$ cat src/rtl/usbfs_bit_tx_if.sv
// usbfs_bit_tx_if: serial bit handshake between the packet sender and the bit transmitter
interface usbfs_bit_tx_if;
  logic tx_sta;
  logic tx_req;
  logic tx_bit;
  logic tx_fin;
  modport master(output tx_sta, output tx_bit, output tx_fin, input tx_req);
  modport slave(input tx_sta, input tx_bit, input tx_fin, output tx_req);
endinterface

$ cat src/rtl/usbfs_bit_tx.sv
// usbfs_bit_tx: USB FS bit transmitter adding SYNC, bit stuffing, NRZI encoding and EOP
module usbfs_bit_tx #(
  parameter int CLK_DIV = 5
) (
  input  logic          clk,
  input  logic          rstn,
  usbfs_bit_tx_if.slave tx,
  output logic          usb_oe,
  output logic          usb_dp_tx,
  output logic          usb_dn_tx,
  output logic          tx_busy
);
  localparam int PW = $clog2(CLK_DIV);
  typedef enum logic [2:0] {IDLE, SYNC, DATA, EOP_SE0, EOP_J} state_t;
  state_t state;
  logic [PW-1:0] phase;
  logic [2:0] idx, ones, nxt_ones;
  logic lvl, bit_q, fin_q, wrap, stuff, req_slot, sync_j, nxt_lvl;
  // next-slot decisions; ones only moves at slot starts, so it is stable for the whole slot
  always_comb begin
    wrap = phase == PW'(CLK_DIV - 1);
    stuff = state == DATA && ones == 3'd6;
    req_slot = (state == SYNC && idx == 3'd7) || (state == DATA && !stuff);
    sync_j = !idx[0] && idx != 3'd6;
    nxt_lvl = stuff || !bit_q ? !lvl : lvl;
    nxt_ones = stuff || !bit_q ? 3'd0 : ones + 3'd1;
  end
  // slot sequencer: line outputs only change at the wrap into phase 0; lvl=1 means J
  always_ff @(posedge clk or negedge rstn)
    if (!rstn) begin
      state <= IDLE;
      phase <= '0;
      idx <= '0;
      ones <= '0;
      lvl <= 1'b0;
      bit_q <= 1'b0;
      fin_q <= 1'b0;
      tx.tx_req <= 1'b0;
      usb_oe <= 1'b0;
      usb_dp_tx <= 1'b1;
      usb_dn_tx <= 1'b0;
      tx_busy <= 1'b0;
    end else begin
      phase <= state == IDLE || wrap ? '0 : phase + 1'b1;
      tx.tx_req <= phase == '0 && req_slot;
      if (phase == PW'(2)) begin
        bit_q <= tx.tx_bit;
        fin_q <= tx.tx_fin;
      end
      case (state)
        IDLE: if (tx.tx_sta) begin
          state <= SYNC;
          idx <= '0;
          ones <= '0;
          lvl <= 1'b0;
          usb_oe <= 1'b1;
          tx_busy <= 1'b1;
          usb_dp_tx <= 1'b0;
          usb_dn_tx <= 1'b1;
        end
        SYNC, DATA: if (wrap) begin
          if (state == SYNC && idx != 3'd7) begin
            idx <= idx + 3'd1;
            ones <= 3'd1;
            lvl <= 1'b0;
            usb_dp_tx <= sync_j;
            usb_dn_tx <= !sync_j;
          end else if (!stuff && fin_q) begin
            state <= EOP_SE0;
            idx <= '0;
            usb_dp_tx <= 1'b0;
            usb_dn_tx <= 1'b0;
          end else begin
            state <= DATA;
            lvl <= nxt_lvl;
            ones <= nxt_ones;
            usb_dp_tx <= nxt_lvl;
            usb_dn_tx <= !nxt_lvl;
          end
        end
        EOP_SE0: if (wrap) begin
          idx <= idx + 3'd1;
          if (idx[0]) begin
            state <= EOP_J;
            usb_dp_tx <= 1'b1;
          end
        end
        EOP_J: if (wrap) begin
          state <= IDLE;
          usb_oe <= 1'b0;
          tx_busy <= 1'b0;
        end
        default: begin
          state <= IDLE;
          usb_oe <= 1'b0;
          tx_busy <= 1'b0;
          usb_dp_tx <= 1'b1;
          usb_dn_tx <= 1'b0;
        end
      endcase
    end
endmodule

$ cat src/flat_wrapper.sv
// flat-port wrapper written by rule: the top's interface ports become plain ports
module usbfs_bit_tx_flat 
#(
  parameter int CLK_DIV = 5
)
  (clk, rstn, usb_oe, usb_dp_tx, usb_dn_tx, tx_busy, tx_tx_sta, tx_tx_bit, tx_tx_fin, tx_tx_req);
  usbfs_bit_tx_if tx_i ();
  input  logic clk;
  input  logic rstn;
  output logic usb_oe;
  output logic usb_dp_tx;
  output logic usb_dn_tx;
  output logic tx_busy;
  input wire logic [$bits(tx_i.tx_sta)-1:0] tx_tx_sta;
  input wire logic [$bits(tx_i.tx_bit)-1:0] tx_tx_bit;
  input wire logic [$bits(tx_i.tx_fin)-1:0] tx_tx_fin;
  output wire logic [$bits(tx_i.tx_req)-1:0] tx_tx_req;
  assign tx_i.tx_sta = tx_tx_sta;
  assign tx_i.tx_bit = tx_tx_bit;
  assign tx_i.tx_fin = tx_tx_fin;
  assign tx_tx_req = tx_i.tx_req;
  usbfs_bit_tx #(.CLK_DIV(CLK_DIV)) u_core (.clk(clk), .rstn(rstn), .tx(tx_i), .usb_oe(usb_oe), .usb_dp_tx(usb_dp_tx), .usb_dn_tx(usb_dn_tx), .tx_busy(tx_busy));
endmodule
$ cat config.mk
export PLATFORM = sky130hd
export DESIGN_NAME = usbfs_bit_tx_flat
export DESIGN_NICKNAME = d
export VERILOG_FILES = /design/src/rtl/usbfs_bit_tx_if.sv /design/src/rtl/usbfs_bit_tx.sv /design/src/flat_wrapper.sv
export SDC_FILE = /design/constraint.sdc
export NUM_CORES = 1
export LEC_CHECK = 0
export CAP_MARGIN = 20
export CORE_ASPECT_RATIO = 1.1
export CORE_MARGIN = 5
export CORE_UTILIZATION = 40
export DETAILED_ROUTE_END_ITERATION = 8
export GPL_TIMING_DRIVEN = 0
export PLACE_DENSITY_LB_ADDON = 0.2
export REMOVE_ABC_BUFFERS = 1
export SLEW_MARGIN = 20
export SYNTH_ARGS = -nofsm -noshare
export SYNTH_HDL_FRONTEND = slang
export SYNTH_SLANG_ARGS = --single-unit
$ cat constraint.sdc
create_clock -name clk -period 5.4 [get_ports clk]
set_clock_uncertainty 0.05 [all_clocks]
set_input_delay 0.54 -clock clk [delete_from_list [all_inputs] [get_ports clk]]
set_output_delay 0.54 -clock clk [all_outputs]
set_load 0.01 [all_outputs]
Word level (Yosys, flattened, before mapping). Index checks and enable logic that the tools add are counted.

Add/subtract/negate cells: 3. Equal/unequal tests: 18. Muxes and demuxes: 39. Bitwise logic cells: 3. Reductions and logical operators: 29.

Operator list (count): two-way mux 3 bit (16); two-way mux 1 bit (16); == test 3 bit (second input constant) (4); one-hot mux 3 bit (4 select lines) (1); AND reduction 5 bit (2); adder 3 x 1 -> 3 bit (second input constant) (3); == test 3 x 2 -> 1 bit (second input constant) (3); one-hot mux 3 bit (3 select lines) (1); != test 2 x 1 -> 1 bit (second input constant) (4); logical AND 1 bit (7); zero test 1 bit (6); zero test 3 bit (2); != test 3 bit (second input constant) (2); one-hot mux 1 bit (3 select lines) (2); one-hot mux 3 bit (2 select lines) (1); AND reduction 3 bit (2); AND reduction 6 bit (1); != test 2 bit (second input constant) (2); one-hot mux 1 bit (4 select lines) (1); AND reduction 4 bit (1); OR reduction 2 bit (2); == test 3 x 1 -> 1 bit (second input constant) (1); logical OR 1 bit (3); != test 3 x 1 -> 1 bit (second input constant) (1); other kinds (6) (8).

Bits in registers: 19. Input port bits: 5. Output and inout port bits: 5. Word-level logic and storage cells: 103.

Longest topological paths before layout.
Depth in word-level cells: 9. Mapped depth: 8. Depth with buffers taken out: 7.

Worst setup path after synthesis. No wires, ideal clock.

Path kind: flip-flop to flip-flop. Start point: register u_core.phase[0]. End point: register u_core.idx[0]. Setup time: 0.128 ns. Arrival time: 1.654 ns. Path slack: 3.568 ns. Cell stages (with the launch flop): 8. Path buffers: 1. Period minus slack after synthesis: 1.832 ns. Cells stage by stage: dfrtp_1 inv_1 ha_1 and2_1 buf_4 nand2_1 a221o_1 mux2_1.

Cells in the longest elaborated chain, start to end: 3.

Ends and longest elaborated chain: from (decl) (RTL line usbfs_bit_tx.sv:16) `logic [PW-1:0] phase;`; from (signal assigned) (RTL line usbfs_bit_tx.sv:44) `phase <= state == IDLE || wrap ? '0 : phase + 1'b1;`; == test 3 bit (*) (RTL line usbfs_bit_tx.sv:21) `wrap = phase == PW'(CLK_DIV - 1);`; != test 2 x 1 -> 1 bit (no source line); AND reduction 5 bit (no source line) (*); to (signal assigned) (RTL line usbfs_bit_tx.sv:63) `idx <= idx + 3'd1;`; to (signal assigned) (RTL line usbfs_bit_tx.sv:82) `idx <= idx + 3'd1;`; to (decl) (RTL line usbfs_bit_tx.sv:17) `logic [2:0] idx, ones, nxt_ones;`.

Every way passes the cells marked *; elsewhere a longest branch is shown, timed or not. A chain may end at the register's enable or synchronous reset.

Worst setup path after layout.
Start point: register u_core.state[0]. End point: register u_core.ones[1].

Cells in the longest elaborated chain, start to end: 8.

Ends and longest elaborated chain: from (decl) (RTL line usbfs_bit_tx.sv:15) `state_t state;`; from (signal assigned) (RTL line usbfs_bit_tx.sv:31) `state <= IDLE;`; from (signal assigned) (RTL line usbfs_bit_tx.sv:52) `state <= SYNC;`; from (signal assigned) (RTL line usbfs_bit_tx.sv:69) `state <= EOP_SE0;`; == test 3 x 2 -> 1 bit (RTL line usbfs_bit_tx.sv:22, usbfs_bit_tx.sv:50); logical AND 1 bit (RTL line usbfs_bit_tx.sv:22) `stuff = state == DATA && ones == 3'd6;`; logical OR 1 bit (RTL line usbfs_bit_tx.sv:26) `nxt_ones = stuff || !bit_q ? 3'd0 : ones + 3'd1;`; two-way mux 3 bit (RTL line usbfs_bit_tx.sv:26); two-way mux 3 bit (RTL line usbfs_bit_tx.sv:68) `end else if (!stuff && fin_q) begin`; two-way mux 3 bit (RTL line usbfs_bit_tx.sv:62) `if (state == SYNC && idx != 3'd7) begin`; two-way mux 3 bit (RTL line usbfs_bit_tx.sv:61) `SYNC, DATA: if (wrap) begin`; one-hot mux 3 bit (2 select lines) (RTL line usbfs_bit_tx.sv:50) `case (state)`; to (signal assigned) (RTL line usbfs_bit_tx.sv:76) `ones <= nxt_ones;`; to (decl) (RTL line usbfs_bit_tx.sv:17).

Parallel ways exist; a longest one is shown, timed or not. The select of a mux whose other input is x is not followed.

==> parameters.txt <==
Parameter                              Value

Outcome
  Run status ... finished clean

Pwr
  Power per cell area ... 521 mW/mm2
  Static leakage ... around 0.67 nW
  Highest ir drop seen on vdd ... 0.188 mV

Logic synthesis
  Number of different library cells in the post-synthesis netlist ... 52
  Count of yosys warnings during synthesis ... 0
  Number of synthesized flops with an enable pin ... 0
  Synth Area per Inst ... 9.31 um2
  Most used standard cell by instance count after synthesis ... dfrtp_1
  Synth Instances ... 148
  Most used DFF post-synth ... dfrtp_1
  Area fraction of the dominant cell type after synthesis ... approximately a third
  Cell area after technology mapping ... roughly 0.0014 mm2
  Top area cells in the synthesized netlist ... dfrtp_1, ha_1, nor2_1
  Flip-flop and latch count after synthesis ... 19
  Post-synthesis cell type with the largest combined area ... dfrtp_1
  Commonest cells in the synthesized netlist ... dfrtp_1, nor2_1, a21oi_1
  Sequential share of the synthesized area ... 34.6%
  FFs w/ async S/R, synth ... 100%

CTS
  Post-CTS Hold Fix Bufs ... 0
  Clock transition at the registers of the reported paths ... about 0.12 ns
  Clock buffers created by TritonCTS ... 3
  Root buffer cell ... clkbuf_4
  Number of sinks on the clock net ... 19
  # H-tree levels ... 1
  Maximum clock insertion buffer count ... 2
  Post-CTS setup buffers ... 0
  Skew-Pair Late Insertion Delay ... roughly 0.30 ns
  Clock tree from TritonCTS ... done
  Cts repair resizes ... 0

Detailed routing
  DR iter-0 viols ... 58
  Via-per-instance ratio ... around 5.4
  Antenna Violating Nets Remaining ... 0
  Pre-Repair DR Iteration Count ... 4
  Vias ... 1094
  Count of unresolved DRC violations after routing ... 0
  Routed wire per std cell ... 14.4 um
  Routed WL ... just under 3000 um

Worst setup path
  Worst path slowest cell ... dfrtp_1
  Crit path from ... u_core.state[0]$_DFFE_PN0P_
  Number of stages on the worst setup path ... 5
  Critical Path Start Type ... flop
  Worst setup path category ... flop to flop
  Crit-path max FO ... 23
  Cells along the critical path ... nand2b_2, a21oi_2, nor3_2, nand3_1, mux2_1
  Worst reg-to-reg path cell count ... 5
  Critical register-to-register path startpoint ... u_core.state[0]$_DFFE_PN0P_
  CP Data Required Time ... 5.54 ns
  Type of destination of the critical path ... flop
  Delay of the slowest cell on the worst path ... 0.83 ns
  Arrival time at the worst endpoint ... 2.37 ns
  CP top delay family ... flip-flops
  WP buf/inv ... 0

Timing
  Post-layout min period ... 2.23 ns
  Total Negative Setup Slacks ... 0 ns
  Peak Freq ... 0.448 GHz
  Crit share post-route ... 41.3%
  Unrepaired setup endpoints after global routing ... false
  Worst hold margin ... 0.436 ns
  Final hold viol count ... 0
  Number of setup violations in the final report ... 0
  Max-slew violation count ... 0
  Worst-margin pin slew ... 0.852 ns
  Normalized max-slew margin ... 43.0%

Min path
  Worst Hold Depth ... 1
  Type of the tightest min-delay check ... flop to flop
  Min-delay src ... u_core.phase[0]$_DFF_PN0_

Layout
  Area overhead of the layout relative to synthesis ... 8.99%
  Fraction of final layout cells with drive strength greater than 1 ... 9.80%
  Final design area excluding fillers ... 0.00150 mm2
  Sequential Area ... 477 um2
  Diodes inserted ... 0
  Post-Route Utilization ... between 40 and 50%
  Total of fill cells in the finished design ... 333
  Net total in the final layout ... 167
  Area taken by multi-input logic gates ... 817 um2

Global route
  Total GRT Usage ... approximately an eighth
  Via count of the first global-routing pass ... ~1100
  Total congestion overflow after global routing ... 0
  Pin count of the biggest net entering global routing ... 24
  Global-route wire length before repair ... 5000 um
  Initial antenna violation count ... 0

Floorplanning
  Num rows ... 22
  Initial standard-cell utilization of the core ... 41.4%
  Die span in y ... 71.6 um
  Width of the die ... approximately 66 um
  Number of top-level design ports ... 10
  Die area ... 0.00472 mm2
  Core footprint ... 0.00333 mm2

Placed design
  Final weighted congestion in routability-driven placement ... roughly 0.8
  # port buffers ... 9
  Instance area after placement ... 0.00147 mm2
  Dpl hpwl ... 2160 um

Run
  Max Cap Viol ... 0
state kept, by name (all words and copies together), names as in the netlist:
signal,flops
u_core.bit_q,1
u_core.fin_q,1
u_core.idx,3
u_core.lvl,1
u_core.ones,3
u_core.phase,3
u_core.state,3
u_core.tx.tx_req,1
u_core.usb_dn_tx,1
u_core.usb_dp_tx,1
u_core.usb_oe,1
final timing paths:
| check | to | slack (ns) |
|---|---|---|
| setup / recovery | u_core.ones[1]$_DFFE_PN0P_ | 3.17 |
| max in group asynchronous | u_core.ones[1]$_DFFE_PN0P_ | 4.11 |
| min in group asynchronous | u_core.idx[0]$_DFFE_PN0P_ | 0.66 |
| setup reg to reg | u_core.ones[1]$_DFFE_PN0P_ | 3.17 |
| hold reg to reg | u_core.phase[0]$_DFF_PN0_ | 0.44 |
| hold / removal | u_core.phase[0]$_DFF_PN0_ | 0.44 |
routing by layer:
| layer | wire length, um | vias up | GRT usage [%] |
|---|---|---|---|
| met3 | 94 | 4 | 2.04 |
| met5 | 0 | - | 0 |
| met2 | 1360 | 15 | 20.9 |
| li1 | - | 547 | - |
| met1 | 1410 | 528 | 18.0 |
| met4 | 35 | 0 | 5.19 |
layout make-up:
cell class                 instances  share of cell area [%]
inverter                           8                    2.00
multi-input combinational        113                    54.4
tap                               48                    4.00
clock inverter                     1                   0.333
timing repair buffer               9                    6.00
clock buffer                       3                    1.50
sequential                        19                    31.7
through the flow:
stage / worst slack, ns / power [mW] / std cells
finish: 3.17 / 0.783 / 201
global route: 3.01 / 0.855 / 201
CTS: 3.20 / 0.790 / 201
detailed placement: 3.22 / 0.713 / 197
global placement: 3.26 / 0.694 / 197
floorplan: 3.50 / 0.594 / 140
cells by family (layout without fill, tap and decap cells):
kind of cell / Yosys count / in the layout / synth area share (%)
muxes: 9 / 9 / 7.08
and+or+nand+nor: 59 / 59 / 25.9
DFF: 19 / 19 / 34.6
buffers and inverters: 16 / 21 / 6.09
adders and majority gates: 8 / 8 / 7.27
AOI/OAI and AO/OA: 37 / 37 / 19.1
report_power, final:
group | switching (mW) | internal (mW)
logic | 0.208 | 0.204
clock network | 0.0461 | 0.0276
registers | 0.0987 | 0.198
total | 0.353 | 0.430
layout by cell type (no fill, tap or decap), types with 2 or more instances in the layout:
cell             count
and2_1               3
clkbuf_4             3
o211a_1              2
mux2i_1              3
nand2b_1             5
dfrtp_1             18
a32o_1               2
mux2_2               2
inv_1                8
ha_1                 8
nor3_1               6
nand2_1              6
nand3_1              5
mux2_1               4
a21oi_1              9
o21ai_0              5
clkdlybuf4s50_1      9
nor2b_1              4
a21o_1               2
o22ai_1              3
nor3b_1              2
o31ai_1              2
nor2_1              13
(Power assumes the default switching activity.)
